--- src/rtl/wb_scoreboard.sv ---
// wb_scoreboard: register pending-bit scoreboard with a write-back arbiter.
// Tracks which architectural registers have a result in flight, stalls
// decode on hazards, and merges the single-cycle ALU result stream and the
// long-latency result stream onto one registered register-file write port.
// Optional feature macro: WB_BYPASS_EN (adds rs1_fwd/rs2_fwd and lets a
// source operand whose write is on the write port this cycle proceed).
//
// Handshake: a long result transfers on a rising edge where
// long_valid & long_ready are both 1. The producer holds long_rd/long_data
// stable while long_valid=1 and long_ready=0. An ALU result (alu_valid=1)
// is always taken in the cycle it is presented. An instruction issues on
// the edge where issue_valid=1 and stall=0; decode holds it otherwise.
module wb_scoreboard #(
    parameter int REG_ADDR_WIDTH = 5,
    parameter int REG_WIDTH      = 32,
    parameter int REGFILE_DEPTH  = 32
) (
    input  logic                      clk,
    input  logic                      rstn,
    input  logic                      issue_valid,
    input  logic [REG_ADDR_WIDTH-1:0] issue_rd,
    input  logic [REG_ADDR_WIDTH-1:0] issue_rs1,
    input  logic [REG_ADDR_WIDTH-1:0] issue_rs2,
    input  logic                      issue_long,
    output logic                      stall,
    input  logic                      alu_valid,
    input  logic [REG_ADDR_WIDTH-1:0] alu_rd,
    input  logic [REG_WIDTH-1:0]      alu_data,
    input  logic                      long_valid,
    input  logic [REG_ADDR_WIDTH-1:0] long_rd,
    input  logic [REG_WIDTH-1:0]      long_data,
    output logic                      long_ready,
    output logic [REG_ADDR_WIDTH-1:0] rd_addr,
    output logic [REG_WIDTH-1:0]      rd_inp,
    output logic                      write_en
`ifdef WB_BYPASS_EN
    ,
    output logic [REG_WIDTH-1:0]      rs1_fwd,
    output logic [REG_WIDTH-1:0]      rs2_fwd
`endif
);

    // Which port an instruction completes through does not change how its
    // destination is tracked: both ports clear the same pending bit.
    logic unused_issue_long;
    assign unused_issue_long = issue_long;

    logic [REGFILE_DEPTH-1:0]  pending;
    logic [REGFILE_DEPTH-1:0]  pending_nxt;
    logic                      buf_valid;
    logic [REG_ADDR_WIDTH-1:0] buf_rd;
    logic [REG_WIDTH-1:0]      buf_data;
    logic                      long_hs;
    logic                      buf_load;
    logic                      buf_drain;
    logic                      sel_valid;
    logic [REG_ADDR_WIDTH-1:0] sel_rd;
    logic [REG_WIDTH-1:0]      sel_data;
    logic                      rs1_haz;
    logic                      rs2_haz;
    logic                      rd_haz;
    logic                      issue_fire;

    assign long_ready = ~buf_valid;
    assign long_hs    = long_valid & long_ready;

    // Write-source selection: ALU first, then the buffered long result,
    // then a fresh long result straight through. A long result arriving
    // while the ALU owns the port is parked in the buffer.
    always_comb begin
        sel_valid = 1'b0;
        sel_rd    = '0;
        sel_data  = '0;
        buf_load  = 1'b0;
        buf_drain = 1'b0;
        if (alu_valid) begin
            sel_valid = 1'b1;
            sel_rd    = alu_rd;
            sel_data  = alu_data;
            buf_load  = long_hs;
        end else if (buf_valid) begin
            sel_valid = 1'b1;
            sel_rd    = buf_rd;
            sel_data  = buf_data;
            buf_drain = 1'b1;
        end else if (long_hs) begin
            sel_valid = 1'b1;
            sel_rd    = long_rd;
            sel_data  = long_data;
        end
    end

    // One-entry long-result buffer; reset discards any parked result.
    always_ff @(posedge clk) begin
        if (!rstn) begin
            buf_valid <= 1'b0;
            buf_rd    <= '0;
            buf_data  <= '0;
        end else if (buf_load) begin
            buf_valid <= 1'b1;
            buf_rd    <= long_rd;
            buf_data  <= long_data;
        end else if (buf_drain) begin
            buf_valid <= 1'b0;
        end
    end

    // Registered write port; results to x0 retire without a write strobe.
    always_ff @(posedge clk) begin
        if (!rstn) begin
            write_en <= 1'b0;
            rd_addr  <= '0;
            rd_inp   <= '0;
        end else begin
            write_en <= sel_valid && (sel_rd != '0);
            if (sel_valid) begin
                rd_addr <= sel_rd;
                rd_inp  <= sel_data;
            end
        end
    end

    // Hazard detection; with bypass, a source being written this cycle is
    // forwarded from the write port instead of stalling.
`ifdef WB_BYPASS_EN
    assign rs1_fwd = rd_inp;
    assign rs2_fwd = rd_inp;
    always_comb begin
        rs1_haz = (issue_rs1 != '0) && pending[issue_rs1]
                  && !(write_en && (rd_addr == issue_rs1));
        rs2_haz = (issue_rs2 != '0) && pending[issue_rs2]
                  && !(write_en && (rd_addr == issue_rs2));
        rd_haz  = (issue_rd != '0) && pending[issue_rd];
    end
`else
    always_comb begin
        rs1_haz = (issue_rs1 != '0) && pending[issue_rs1];
        rs2_haz = (issue_rs2 != '0) && pending[issue_rs2];
        rd_haz  = (issue_rd != '0) && pending[issue_rd];
    end
`endif

    assign stall      = issue_valid && (rs1_haz || rs2_haz || rd_haz);
    assign issue_fire = issue_valid && !stall;

    // Next pending state: the write on the port clears, an issue sets, and
    // the set is applied last so it wins on the same register.
    always_comb begin
        pending_nxt = pending;
        if (write_en) begin
            pending_nxt[rd_addr] = 1'b0;
        end
        if (issue_fire && (issue_rd != '0)) begin
            pending_nxt[issue_rd] = 1'b1;
        end
        pending_nxt[0] = 1'b0;
    end

    // Pending-bit register.
    always_ff @(posedge clk) begin
        if (!rstn) begin
            pending <= '0;
        end else begin
            pending <= pending_nxt;
        end
    end

endmodule

--- config.mk ---
export PLATFORM = sky130hd
export DESIGN_NAME = wb_scoreboard
export DESIGN_NICKNAME = d
export VERILOG_FILES = /design/src/rtl/wb_scoreboard.sv
export SDC_FILE = /design/constraint.sdc
export NUM_CORES = 1
export LEC_CHECK = 0
export ABC_CLOCK_PERIOD_IN_PS = 2810
export CORE_MARGIN = 8
export CORE_UTILIZATION = 46
export CTS_CLUSTER_SIZE = 25
export DETAILED_ROUTE_END_ITERATION = 8
export PLACE_DENSITY = 0.77
export SYNTH_ARGS = -nofsm -noshare
export SYNTH_HDL_FRONTEND = slang
export SYNTH_SLANG_ARGS = --single-unit
--- constraint.sdc ---
create_clock -name clk -period 2.81 [get_ports clk]
set_input_delay 0.562 -clock clk [delete_from_list [all_inputs] [get_ports clk]]
set_output_delay 0.562 -clock clk [all_outputs]
set_load 0.01 [all_outputs]
==> impl_metrics.yaml <==
sta:
  skew_ps: 8.02
  grt_setup_unrepaired: "true"
  report.final.slew_viol_count: 0
  hold_violations: 0
  min_period_over_period: 1.11
  holdWs_ps: 461
  setup_slack_ps: -303
  maxSlewHeadroom: 0.471
  worst_slew_pin_slew_ps: 794
  max_freq_mhz: 321
  finalSetupViolations: 1
  min_period_ps: 3110
finish:
  instances_no_fill: 1071
  drive_above_1_share: 0.168
  syn_to_final_growth_pct: 36.3
  fillers: 1110
  regArea_mm2: 0.00215
  finalInstanceArea_mm2: 0.00790
  fin_util: 0.634
  diodes: 0
  multi_input_comb_area_mm2: 0.00343
  nNetsFinal: 989
global_route:
  first_global_vias: 6128
  grt_pass1_wl_um: 32000
  grt.overflow.total: 0
  grt.total_usage: 0.243
  antenna_found_initial: 0
  grt_max_degree: 77
hold_path:
  hold_path.class: "register to register"
  hold_start: "buf_data[0]$_SDFFE_PN0P_"
die:
  row_count: 41
  dieArea_mm2: 0.0165
  core_region_area_mm2: 0.0125
  start_util: 0.465
  die_h_um: 128
  io_pins: 135
  die_w_um: 128
logic_synthesis:
  muxShareOfSynthArea: 0.100
  synth_most_common_cell: "nand2_1"
  netlist_top_cells_count: "nand2_1, dfxtp_1, nor2_1"
  async_reset_ff_frac: 0
  synth_top_family_by_area: "compound AO/OA/AOI/OAI gates"
  synth_area_leaders: "dfxtp_1, nand2_1, nor2_1, mux4_2, o21ai_0"
  yosysTopAreaCell: "dfxtp_1"
  synth_adder_area_share: 0
  synth_edf_count: 0
  synth_top_area_frac: 0.369
  synth_compound_gate_area_share: 0.249
  synth.cell_area_mm2: 0.00580
  synth.avg_cell_area_um2: 7.78
  yosysSeqAreaShare: 0.369
  synth.distinct_cells: 42
  synthSimpleGateAreaFrac: 0.232
  synth-seq-cells: 107
  synth_xor_area_frac: 0
  yosysWarningCount: 0
  syn_inst: 745
  synth_flop_cell: "dfxtp_1"
  syn_nets: 840
worst_setup_path:
  crit_required_ps: 2250
  r2r_start: "pending[31]$_SDFF_PN0_"
  crit_type: "register to primary output"
  cp.buffers_inverters: 1
  startpoint_type: "register"
  timing.critical_path.arrival_ps: 2550
  cpPeakStageDelay_ps: 460
  end_kind: "primary output"
  crit_family: "simple AND/OR/NAND/NOR gates"
  crit_fanout: 2
  crit_chain: "mux4_2 > and3_4 > o41ai_4 > o41ai_2 > or4_4 > and2_4 > buf_6"
  critPathLaunch: "pending[31]$_SDFF_PN0_"
  crit_slowest_cell: "mux4_2"
cts:
  cts_root_buf: "clkbuf_16"
  clock_latency_ps: 360
  ctsHoldBuffers: 0
  cts_sinks: 107
  cts_buffer_depth: 2
  path_clk_slew_ps: 70
  numCtsBuffers: 9
  cts_max_level: 3
  cts_tree: "built"
power_and_ir_drop:
  powerDensity_mw_per_mm2: 444
  p_leak_uw: 0.00305
  max-vdd-ir-drop_v: 0.000349
routing:
  top_layer: "met4"
  drt_pass1_iterations: 5
  drtIter0Drc: 397
  drt-met1-wl_um: 8420
  wl_met2_um: 9340
  route.detailed.wl_per_inst_um: 18.2
  via_per_inst: 5.61
  totalWireLength_um: 19500
  final_antenna_net_count: 0
  via_count: 6010
  wl_met3_um: 1470
  drc_errors: 0
place:
  place_area_mm2: 0.00755
  dp_slack_ps: -1290
  gp_congestion: 0.964
  port_buffers: 133
  dpl.cell_count: 1052
  dp_hpwl_um: 14600
run_status:
  violations: "setup timing"
  status: "complete, but fails checks"
run:
  cap_violations: 0
-- report_power, final --
part	internal, uW	switching, uW	leakage [uW]
sequential	1580	45.9	0.000879
clock	601	570	0.000119
combinational	352	357	0.00205
-- timing repair --
item	CTS	global route
pin swaps	2	2
setup buffers	3	0
gates resized for setup	28	15
setup endpoints to repair	32	32
-- worst min-delay path: stages (launching register included) --
cell	delay, ps
dfxtp_1	310
nand2_1	40
a21boi_0	60
-- cell type report --
| class | count | share of cell area |
|---|---|---|
| Multi-Input combinational cell | 572 | 0.434 |
| Inverter | 4 | 0.00190 |
| Timing Repair Buffer | 200 | 0.231 |
| Clock inverter | 4 | 0.00348 |
| Clock buffer | 12 | 0.0299 |
| Sequential cell | 107 | 0.273 |
| Tap cell | 172 | 0.0272 |
-- stage by stage --
step	total power, uW	setup TNS [ps]
6_report	3510	-303
5_1_grt	3680	-362
4_1_cts	3540	-369
3_5_place_dp	2360	-22410
3_3_place_gp	2350	-20350
2_1_floorplan	2020	-68.2
-- metal layers --
layer,up-vias,GRT usage
li1,2898,-
met1,2890,0.297
met2,201,0.400
met3,21,0.0786
met4,0,0.0650
met5,-,0
-- path summary, 6_finish.rpt --
| path | endpoint | slack (ps) | depth (start not counted) |
|---|---|---|---|
| min reg2reg | buf_data[0]$_SDFFE_PN0P_ | 460 | 2 |
| min | buf_data[0]$_SDFFE_PN0P_ | 460 | 2 |
| max reg2reg | pending[16]$_SDFF_PN0_ | 140 | 8 |
| max | stall | -300 | 7 |
-- cell families (layout without fill, tap and decap cells) --
family,after synthesis,count (layout)
buf+inv,66,220
flops,107,107
mux,39,39
simple gates,310,310
compound gates,223,223
-- layout by cell type (no fill, tap or decap), types with 6 or more instances in the layout --
cell type / n
and2_1: 8
nor2_1: 92
a21boi_0: 38
nand2_1: 157
o21ai_0: 61
a21oi_1: 48
nand3b_1: 6
clkdlybuf4s50_1: 120
dfxtp_1: 102
clkbuf_16: 9
mux2i_1: 22
o211ai_1: 32
buf_4: 65
and3_1: 7
o21ai_2: 30
mux4_2: 15
-- state kept, by name, indices dropped and copies added (netlist names) --
register / count
buf_data: 32
write_en: 1
buf_rd: 5
rd_addr: 5
pending: 31
buf_valid: 1
rd_inp: 32
Power figures use the tool's default switching activity.
